[config.mk]
export PLATFORM = sky130hd
export DESIGN_NAME = echo_tof_meter
export DESIGN_NICKNAME = d
export VERILOG_FILES = /design/src/rtl/echo_tof_meter.sv
export SDC_FILE = /design/constraint.sdc
export NUM_CORES = 1
export LEC_CHECK = 0
export BUFFER_PORTS_ARGS = -buffer_cell sky130_fd_sc_hd__buf_2
export CORE_UTILIZATION = 57
export CTS_CLUSTER_DIAMETER = 120
export DETAILED_ROUTE_END_ITERATION = 12
export GPL_ROUTABILITY_DRIVEN = 0
export GPL_TIMING_DRIVEN = 0
export HOLD_SLACK_MARGIN = 0.05
export PLACE_DENSITY = 0.75
export SETUP_SLACK_MARGIN = 0.3
export SLEW_MARGIN = 20
export SYNTH_ARGS = -nofsm -noshare
export SYNTH_HDL_FRONTEND = slang
export SYNTH_SLANG_ARGS = --single-unit
export TNS_END_PERCENT = 1
[constraint.sdc]
create_clock -name clk -period 2.62 [get_ports clk]
set_clock_uncertainty 0.1 [all_clocks]
set_input_delay 0.131 -clock clk [delete_from_list [all_inputs] [get_ports clk]]
set_output_delay 0.131 -clock clk [all_outputs]
set_load 0.01 [all_outputs]
[src/rtl/echo_tof_meter.sv]
// Ultrasonic echo time-of-flight meter: periodic burst,
// blanking, listen window and one result strobe per period.
module echo_tof_meter #(
  parameter int PULSE_CYCLES   = 500,
  parameter int BLANK_CYCLES   = 1000,
  parameter int TIMEOUT_CYCLES = 60000,
  parameter int PERIOD_CYCLES  = 65000
) (
  input  logic        clk,
  input  logic        reset_n,
  input  logic        enable,
  input  logic        echo_in,
  output logic        pulse_out,
  output logic [15:0] tof_data,
  output logic        tof_valid,
  output logic        tof_timeout,
  output logic        busy
);

  localparam logic [15:0] P_END = 16'(PULSE_CYCLES - 1);
  localparam logic [15:0] B_END = 16'(BLANK_CYCLES - 1);
  localparam logic [15:0] T_END = 16'(TIMEOUT_CYCLES - 1);
  localparam logic [15:0] R_END = 16'(PERIOD_CYCLES - 1);
  localparam logic [15:0] C_MAX = 16'hFFFF;

  typedef enum logic [2:0] {
    IDLE,
    PULSE,
    BLANK,
    LISTEN,
    HOLDOFF
  } state_t;

  state_t      state;
  state_t      state_n;
  logic [15:0] cnt;
  logic        s1;
  logic        s2;
  logic        s3;
  logic        rise;
  logic        cap_echo;
  logic        cap_to;
  logic        cnt_load;

  // s3 keeps tracking during blanking, so an echo already
  // high on entry to LISTEN never looks like a new edge.
  always_ff @(posedge clk or negedge reset_n) begin
    if (!reset_n) begin
      s1 <= 1'b0;
      s2 <= 1'b0;
      s3 <= 1'b0;
    end else begin
      s1 <= echo_in;
      s2 <= s1;
      s3 <= s2;
    end
  end

  assign rise = s2 & ~s3;

  always_ff @(posedge clk or negedge reset_n) begin
    if (!reset_n) state <= IDLE;
    else          state <= state_n;
  end

  always_comb begin
    state_n = state;
    unique case (state)
      IDLE:    if (enable) state_n = PULSE;
      PULSE:   if (cnt == P_END) state_n = BLANK;
      BLANK:   if (cnt == B_END) state_n = LISTEN;
      LISTEN:  if (rise || cnt == T_END) state_n = HOLDOFF;
      HOLDOFF: if (cnt == R_END)
                 state_n = enable ? PULSE : IDLE;
      default: state_n = IDLE;
    endcase
  end

  always_comb begin
    cap_echo = (state == LISTEN) && rise;
    cap_to   = (state == LISTEN) && !rise && (cnt == T_END);
    cnt_load = (state_n == PULSE) && (state != PULSE);
    busy     = (state != IDLE);
  end

  always_ff @(posedge clk or negedge reset_n) begin
    if (!reset_n) begin
      cnt         <= 16'd0;
      pulse_out   <= 1'b0;
      tof_data    <= 16'd0;
      tof_valid   <= 1'b0;
      tof_timeout <= 1'b0;
    end else begin
      if (cnt_load)
        cnt <= 16'd0;
      else if (state != IDLE && cnt != C_MAX)
        cnt <= cnt + 16'd1;
      pulse_out   <= (state_n == PULSE);
      tof_valid   <= cap_echo | cap_to;
      tof_timeout <= cap_to;
      if (cap_echo)    tof_data <= cnt;
      else if (cap_to) tof_data <= C_MAX;
    end
  end

endmodule
==> impl_metrics.toml, run 1 <==
[outcome]
status = "finished clean"

[yosys]
ys.flop_type = "dfrtp_1"
avgSynthCellArea_sq_um = 11.0
synth_nets = 189
synth_edf_count = 0
ys_ff_latch = 41
synth_cell_types = 48
async_flop_share_pct = 100
ys_seq_area_share_pct = 50.8
synthCells = 183
yosysWarnings = 0
syn_area_sq_um = 2020

[sta]
setup_tns_ps = 0
finalWorstSetupSlack_ps = 500
worstMarginPinSlew_ps = 870
finalHoldViolCount = 0
rsz0062_at_grt = "false"
min_period_ps = 2120
finalCritPeriodShare_pct = 80.9
setup_viol = 0
slew-limit-headroom_pct = 42.0
timing.final.max_slew_violations = 0
timing.fmax_mhz = 472

[critical_path]
start_kind = "register"
reg2regPathDepth = 5
crit_type = "register to register"
timing.rr.start = "cnt[13]"
worst-path-max-fanout = 6
r2r_setup_slack_ps = 500
endpoint_kind = "register"
regToRegEndpoint = "state[1]"
crit_arrival_ps = 2270
worstPathRequired_ps = 2770

[finish]
finish.instance_area_sq_um = 2310
final_nets = 226
syn_to_final_growth_pct = 14.3
final_cell_mix = "dfrtp_1 (41), buf_2 (24), nor2_1 (19), o22a_1 (15), nand2_1 (11)"
utilization_pct = 68.6
nFillCells = 290
stdcell_count = 266
antenna_cells = 0
layout_commonest_cell = "dfrtp_1"
drive_gt1_share_pct = 24.1

[clock_tree]
root_buffer = "clkbuf_4"
htree_num_levels = 2
insertion_delay_ps = 350
cts_tree = "done"
cts_buffer_depth = 2
clkTransAtPathRegs_ps = 110
numCtsBuffers = 5
cts_num_sinks = 41

[global_routing]
grt_start_max_net_pins = 42
antenna_found_initial = 0
grt_pass1_vias = 1428
gr-usage-all-layers_pct = 24.8
grt_overflow = 0
grt_pass1_wl_microns = 6620

[drt]
dr.pass1.iters = 4
post_drt_wl_per_cell_microns = 15.1
drc = 0
drtIter0Drc = 61
ant_nets = 0
viasPerCell = 5.79
vias = 1541
totalWireLength_microns = 4010

[hold_path]
whs_endpoint = "s2"
hold_path.class = "register to register"
min-delay-start = "s1"
hold_path_depth = 0

[floorplanning]
ioPinCount = 24
dieArea_sq_um = 3780
core_area_sq_um = 3360
start_util_pct = 60.0
die_y_microns = 61.5
fp-row-count = 21
die_x_microns = 61.5

[run]
cap_violations = 0

[placement]
io_buffers = 23
dp_hpwl_microns = 2900
dp.cells = 252
place_area_sq_um = 2190
post-place-ws_ps = 372

[power]
p_leak_nw = 1.07
irDropWorstVdd_mv = 0.300
power.density_nw_per_um2 = 419
where the power goes:
part / leakage (nW) / switching, W / internal [W]
sequential: 0.472 / 0.00000125 / 0.000635
combinational: 0.571 / 0.0000135 / 0.00000527
clock: 0.0314 / 0.000185 / 0.000127
timing repair:
action | in CTS | in global routing
hold endpoints to repair | 44 | 0
setup endpoints to repair | 0 | 17
hold buffers | 3 | 0
gates resized for setup | 0 | 2
setup buffers | 0 | 4
metrics by stage:
| stage | total power, W | hold WS [ps] |
|---|---|---|
| 3_5_place_dp | 0.000665 | 144 |
| 4_1_cts | 0.000979 | 285 |
| 2_1_floorplan | 0.000650 | -265 |
| 5_1_grt | 0.00100 | 286 |
| 3_3_place_gp | 0.000664 | 142 |
| 6_report | 0.000967 | 281 |
cell families (layout without fill, tap and decap cells):
| logic type | after synthesis | after routing | synth area share [%] |
|---|---|---|---|
| DFF | 41 | 41 | 50.8 |
| buffers and inverters | 13 | 50 | 5.39 |
| muxes | 1 | 1 | 0.496 |
| AOI/OAI and AO/OA | 36 | 36 | 14.6 |
| adders and majority gates | 2 | 2 | 1.24 |
| xor gates and xnor gates | 11 | 11 | 4.77 |
| and+or+nand+nor | 79 | 79 | 22.7 |
sequential cells by signal (all words and copies together) (netlist names):
name / count
tof_valid: 1
state: 3
s2: 1
tof_data: 16
tof_timeout: 1
s1: 1
s3: 1
pulse_out: 1
cnt: 16
Yosys cell counts (2+ instances only):
master	number	area (sq um)
buf_6	5	56.3
nand3_1	6	30.0
clkbuf_1	2	7.51
nand2b_1	4	25.0
and3_1	3	18.8
and4_1	2	17.5
dfrtp_1	41	1030
xnor2_1	10	87.6
nand3_4	2	35.0
ha_1	2	25.0
o21ai_0	3	15.0
nor3_1	9	45.0
a21oi_1	5	25.0
o22a_1	15	131
or3_1	2	12.5
nor2_1	19	71.3
nand4_1	6	37.5
inv_1	2	7.51
nand4b_1	2	17.5
nor4_1	4	25.0
nand2_1	11	41.3
nor2b_1	2	12.5
metal layers:
layer  GRT usage (%)  wire (microns)  vias up
li1                -               -      749
met1            31.7            1790      750
met2            39.8            2030       34
met3            5.88             134        8
met4            11.7              61        0
met5               0               0        -
area by class of cell:
type,instances,area (sq um),area share [%]
tap,46,57.6,2.49
multi-input combinational,129,885,38.3
timing repair buffer,30,175,7.59
buffer,11,103,4.44
inverter,2,7.51,0.325
sequential,41,1030,44.4
clock buffer,7,55.1,2.38
worst max-delay path: stages (launching register included):
cell     delay [ps]
dfrtp_1         470
or4_2           740
nor2_1          110
nand4_1         160
o21a_1          220
o21ai_0         220
worst max-delay path by stage:
stage / slack [ps] / start / depth (start not counted) / to
global placement: 410 / cnt[0] / 7 / tof_data[1]
floorplan: 740 / cnt[0] / 7 / tof_data[0]
CTS: 330 / cnt[0] / 7 / tof_data[5]
global route: 310 / state[2] / 3 / busy
detailed placement: 370 / cnt[0] / 7 / tof_data[3]
finish: 500 / cnt[13] / 5 / state[1]
Power figures use the tool's default switching activity.
==> run 2: changes to the inputs <==
Settings changed: ABC_AREA from default to 1, CORE_UTILIZATION 57 to 53, PLACE_DENSITY 0.75 to 0.73.
Clock period 2.62 ns to 1.9 ns, I/O delays scaled along.
==> run 2 against run 1 <==
  * Final area grew 27%
  * Die area is 22% higher
  * Via count is 42% higher
  * Setup slack got worse by 400 ps
  * Wire length is 48% higher
  * Sequential cell count unchanged
  * Area after synthesis rose by 14%
  * Critical path type unchanged
  * Critical endpoint is now cnt[5]
  * Largest cell class is now multi-input combinational cells
==> impl_metrics.toml, run 2 <==
[outcome]
status = "finished clean"

[yosys]
synth_edf_count = 0
yosys.area.top_type = "dfrtp_1"
synth_cell_types = 26
syn_area_sq_um = 2300
ys.flop_type = "dfrtp_1"
synth_nets = 316
yosysWarnings = 0
synth_most_common_cell = "nand2_1"
async_flop_share_pct = 100
ys_ff_latch = 41
avgSynthCellArea_sq_um = 7.43
synthCells = 310
ys_seq_area_share_pct = 44.5
synth_top_area_share_pct = 44.5
synth_common_cells = "nand2_1 (100), nor2_1 (59), dfrtp_1 (41)"
ys_top_cells_by_area = "dfrtp_1 (45%), nand2_1 (16%), nor2_1 (9.6%)"

[sta]
slew-limit-headroom_pct = 40.4
hold_ws_ps = 259
setup_viol = 0
timing.fmax_mhz = 555
timing.final.max_slew_violations = 0
finalHoldViolCount = 0
rsz0062_at_grt = "true"
min_period_ps = 1800
worstMarginPinSlew_ps = 894
finalCritPeriodShare_pct = 94.8
finalWorstSetupSlack_ps = 98.9

[clock_tree]
numCtsBuffers = 5
cts_num_sinks = 41
root_buffer = "clkbuf_8"
clkTransAtPathRegs_ps = 80
cts_buffer_depth = 2
htree_num_levels = 2
cts_tree = "done"
insertion_delay_ps = 300

[finish]
multiInputGateArea_sq_um = 1240
drive_gt1_share_pct = 28.0
utilization_pct = 71.8
syn_to_final_growth_pct = 27.4
regArea_sq_um = 1030
final_cell_mix = "nand2_1 (87), nor2_1 (54), dfrtp_1 (40), buf_2 (27), inv_1 (24)"
largest_registers = "cnt: 16 flops, tof_data: 16 flops, state: 3 flops"
layout_commonest_cell = "nand2_1"
final_nets = 366
stdcell_count = 411
nFillCells = 309
antenna_cells = 0
finish.instance_area_sq_um = 2930

[floorplanning]
ioPinCount = 24
dieArea_sq_um = 4610
die_y_microns = 67.9
start_util_pct = 56.4
die_x_microns = 67.9
fp-row-count = 23
core_area_sq_um = 4090

[drt]
viasPerCell = 5.34
drtIter0Drc = 215
vias = 2194
post_drt_wl_per_cell_microns = 14.4
dr.pass1.iters = 5
ant_nets = 0
drc = 0
totalWireLength_microns = 5930

[global_routing]
grt_overflow = 0
grt_pass1_wl_microns = 8650
grt_pass1_vias = 1883
gr-usage-all-layers_pct = 25.5
antenna_found_initial = 0
grt_start_max_net_pins = 42

[placement]
dp_hpwl_microns = 3730
place_area_sq_um = 2480
dp.cells = 383
post-place-ws_ps = -90.4
io_buffers = 23

[power]
p_leak_nw = 1.44
power.density_nw_per_um2 = 935
irDropWorstVdd_mv = 0.587

[critical_path]
critPathLaunch = "cnt[0]"
crit_type = "register to register"
endpoint_kind = "register"
timing.rr.start = "cnt[0]"
worst-path-max-fanout = 6
start_kind = "register"
worstPathRequired_ps = 1990
crit_arrival_ps = 1890

[hold_path]
hold_path.class = "register to register"
min-delay-start = "s1"

[run]
cap_violations = 0
-- run 2: cell types whose count changed in the layout (fill, tap and decap cells not counted), sizes merged, moves of 3 or more --
cell	change
nand2	+93
nor2	+46
inv	+26
o22a	-16
buf	+14
nand3	+13
o21a	+10
xnor2	-10
xor2	+5
a21oi	-4
and3	-4
clkbuf	-4
nor4	-4
nand2b	-3
-- run 2: metal layers --
metal  GRT usage [%]  up-vias  share of wire [%]
met4            8.85        0                2.7
li1                -     1060                  -
met5               0        -                  0
met2            41.3       82                 48
met1            33.1     1030                 42
met3            5.67       22                6.6
-- run 2: cell families (layout without fill, tap and decap cells) --
| family | count (synthesis) | after routing | share of synthesized area, % |
|---|---|---|---|
| flip-flops | 41 | 41 | 44.5 |
| adder cells (fa/ha/maj) | 2 | 2 | 1.09 |
| buffers and inverters | 38 | 88 | 7.88 |
| AO/OA/AOI/OAI | 16 | 16 | 5.32 |
| AND/OR/NAND/NOR | 207 | 208 | 38.9 |
| XOR/XNOR | 6 | 6 | 2.28 |
-- run 2: stage by stage --
| stage | total power (W) | TNS (ps) |
|---|---|---|
| after floorplan | 0.00154 | 0 |
| after global placement | 0.00169 | -827 |
| after detailed placement | 0.00171 | -819 |
| after CTS | 0.00260 | 0 |
| after global routing | 0.00288 | 0 |
| final | 0.00274 | 0 |
-- run 2: final cells by class --
type	instances	area share [%]
Timing Repair Buffer	42	9.68
Sequential cell	41	35.0
Multi-Input combinational cell	232	42.3
Clock inverter	3	2.22
Inverter	28	3.58
Clock buffer	5	2.35
Tap cell	50	2.13
Buffer	10	2.73
-- run 2: power breakdown --
part	switching (W)	internal (W)	total, W
combinational	0.000497	0.000307	0.000805
clock	0.000303	0.000522	0.000825
sequential	0.000135	0.000978	0.00111
total	0.000936	0.00181	0.00274
-- run 2: repair_timing --
item,in CTS,in global routing
pin swaps,4,14
cloned,0,3
setup buffers,7,8
hold endpoints to repair,42,0
hold buffers,2,0
gates resized for setup,7,33
setup endpoints to repair,36,39
-- run 2: worst max-delay path, stage by stage (launching register included) --
cell	delay, ps
dfrtp_1	430
ha_2	210
inv_2	40
nor2_4	110
nand2_2	80
nor2_4	160
nand3_4	120
nand2_8	120
nor2_4	60
buf_6	140
nand2_1	50
nand2_1	60
-- run 2: path summary, 6_finish.rpt --
check / endpoint / slack, ps / cells after the start
worst max-delay path: cnt[5] / 100 / 11
worst min-delay path: s2 / 260 / 0
worst max register to register: cnt[5] / 100 / 11
worst min register to register: s2 / 260 / 0
max in group asynchronous: cnt[1] / 730 / 2
min in group asynchronous: tof_valid / 370 / 2
==> run 3: changes to the inputs <==
Settings changed: MAX_ROUTING_LAYER from default to met4, REMOVE_ABC_BUFFERS from default to 1.
==> run 3 against run 2 <==
  * Global-route usage rose by 2.3 points
  * Combinational power is 2% lower
  * Final area shrank 0.68%
  * Highest routed layer unchanged
==> impl_metrics.toml, run 3 (synthesis gave the netlist of run 2 again) <==
[outcome]
status = "finished clean"

[finish]
layout_commonest_cell = "nand2_1"
drive_gt1_share_pct = 27.2
nFillCells = 319
final_nets = 363
final_cell_mix = "nand2_1 (93), nor2_1 (54), dfrtp_1 (33), inv_1 (24), buf_2 (23)"
syn_to_final_growth_pct = 26.5
antenna_cells = 0
largest_registers = "cnt: 16 flops, tof_data: 16 flops, state: 3 flops"
utilization_pct = 71.3
finish.instance_area_sq_um = 2910

[critical_path]
worst_path_largest_cell_delay_ps = 440
crit_arrival_ps = 1940
timing.rr.start = "cnt[0]"
critPathLaunch = "cnt[0]"
r2r_setup_slack_ps = 100
cp_slowest_cell = "dfrtp_1"
cp_cell_sequence = "ha_4, nand2_4, nor2_4, nand2_4, nor2_4, nor2_4, nor2_4, clkbuf_16, nand2_1, nand2_1"
crit_type = "register to register"
worstPathRequired_ps = 2040
endpoint_kind = "register"
worst-path-max-fanout = 4
cpMostUsedCell = "nor2_4"
start_kind = "register"

[clock_tree]
insertion_delay_ps = 300
cts_tree = "done"
htree_num_levels = 2
numCtsBuffers = 5
cts_buffer_depth = 2
cts_num_sinks = 41
clkTransAtPathRegs_ps = 70
root_buffer = "clkbuf_8"

[power]
pwr-share-comb_pct = 29.5
switching_power_w = 0.000964
irDropWorstVdd_mv = 0.658
seqPwrFrac_pct = 44.8
swShare_pct = 36.2
p_leak_nw = 1.44
power.total_w = 0.00267
power.density_nw_per_um2 = 915
p_clk_share_pct = 25.6
p_int_w = 0.00170

[drt]
drc = 0
post_drt_wl_per_cell_microns = 15.2
ant_nets = 0
totalWireLength_microns = 6170
vias = 2257
viasPerCell = 5.55
drtIter0Drc = 233
dr.pass1.iters = 5

[hold_path]
min-delay-start = "enable"
hold_path.class = "input pin to register"

[global_routing]
grt_start_max_net_pins = 42
grt_pass1_wl_microns = 9110
grt_pass1_vias = 1949
gr-usage-all-layers_pct = 27.8
antenna_found_initial = 0
grt_overflow = 0

[floorplanning]
core_area_sq_um = 4090
fp-row-count = 23
start_util_pct = 56.4
die_y_microns = 67.9
die_x_microns = 67.9
dieArea_sq_um = 4610
ioPinCount = 24

[run]
cap_violations = 0

[placement]
dp_hpwl_microns = 3620
post-place-ws_ps = -146
place_area_sq_um = 2400
io_buffers = 23

[sta]
timing.fmax_mhz = 556
finalWorstSetupSlack_ps = 101
rsz0062_at_grt = "true"
setup_tns_ps = 0
finalHoldViolCount = 0
timing.final.max_slew_violations = 0
setup_viol = 0
worstMarginPinSlew_ps = 905
min_period_ps = 1800
finalCritPeriodShare_pct = 94.7
slew-limit-headroom_pct = 39.7
==> run 3: power groups by stage <==
stage               combinational [W]  sequential (W)  clock (W)
floorplan                    0.000372         0.00112          0
CTS                          0.000607         0.00118   0.000689
global placement             0.000464         0.00119          0
finish                       0.000787         0.00120   0.000684
detailed placement           0.000485         0.00119          0
global route                 0.000858         0.00120   0.000720
==> run 3: metal layers <==
metal  wire length [microns]  track usage, %
met1                    2410            33.8
met2                    2980            43.6
met3                     520            7.00
met4                     257            11.7
met5                       0               -
==> run 3: worst paths after layout <==
path                               end  depth (start not counted)
hold reg to reg                     s2                          0
hold / removal                 cnt[11]                          5
setup reg to reg                cnt[0]                         10
max in group asynchronous       cnt[7]                          2
min in group asynchronous  tof_data[0]                          2
setup / recovery                cnt[0]                         10
==> run 3: final cells by class <==
| class | count | area [sq um] | area share [%] |
|---|---|---|---|
| Timing Repair Buffer | 50 | 394 | 13.5 |
| Clock inverter | 2 | 35.0 | 1.20 |
| Inverter | 28 | 105 | 3.61 |
| Multi-Input combinational cell | 231 | 1210 | 41.6 |
| Sequential cell | 41 | 1040 | 35.6 |
| Clock buffer | 5 | 68.8 | 2.36 |
| Tap cell | 50 | 62.6 | 2.15 |
==> run 3: worst max-delay path, delay by kind of cell (launching register included) <==
| family | cells | cell delay [ps] |
|---|---|---|
| adder cells (fa/ha/maj) | 1 | 190 |
| buffers and inverters | 1 | 180 |
| flip-flops | 1 | 440 |
| AND/OR/NAND/NOR | 8 | 820 |
==> run 3: through the flow <==
step	hold WS, ps	std cells
after floorplan	-301	300
after global placement	103	373
after detailed placement	104	373
after CTS	237	395
after global routing	272	407
final	237	407
==> run 3: timing repair <==
| action | in CTS | in global routing |
|---|---|---|
| resized for setup | 21 | 16 |
| buffers inserted | 13 | 11 |
| hold buffers | 2 | 0 |
| pin swaps | 6 | 15 |
| endpoints found under the setup margin | 36 | 37 |
| cloned | 0 | 1 |
| hold endpoints to repair | 42 | 0 |
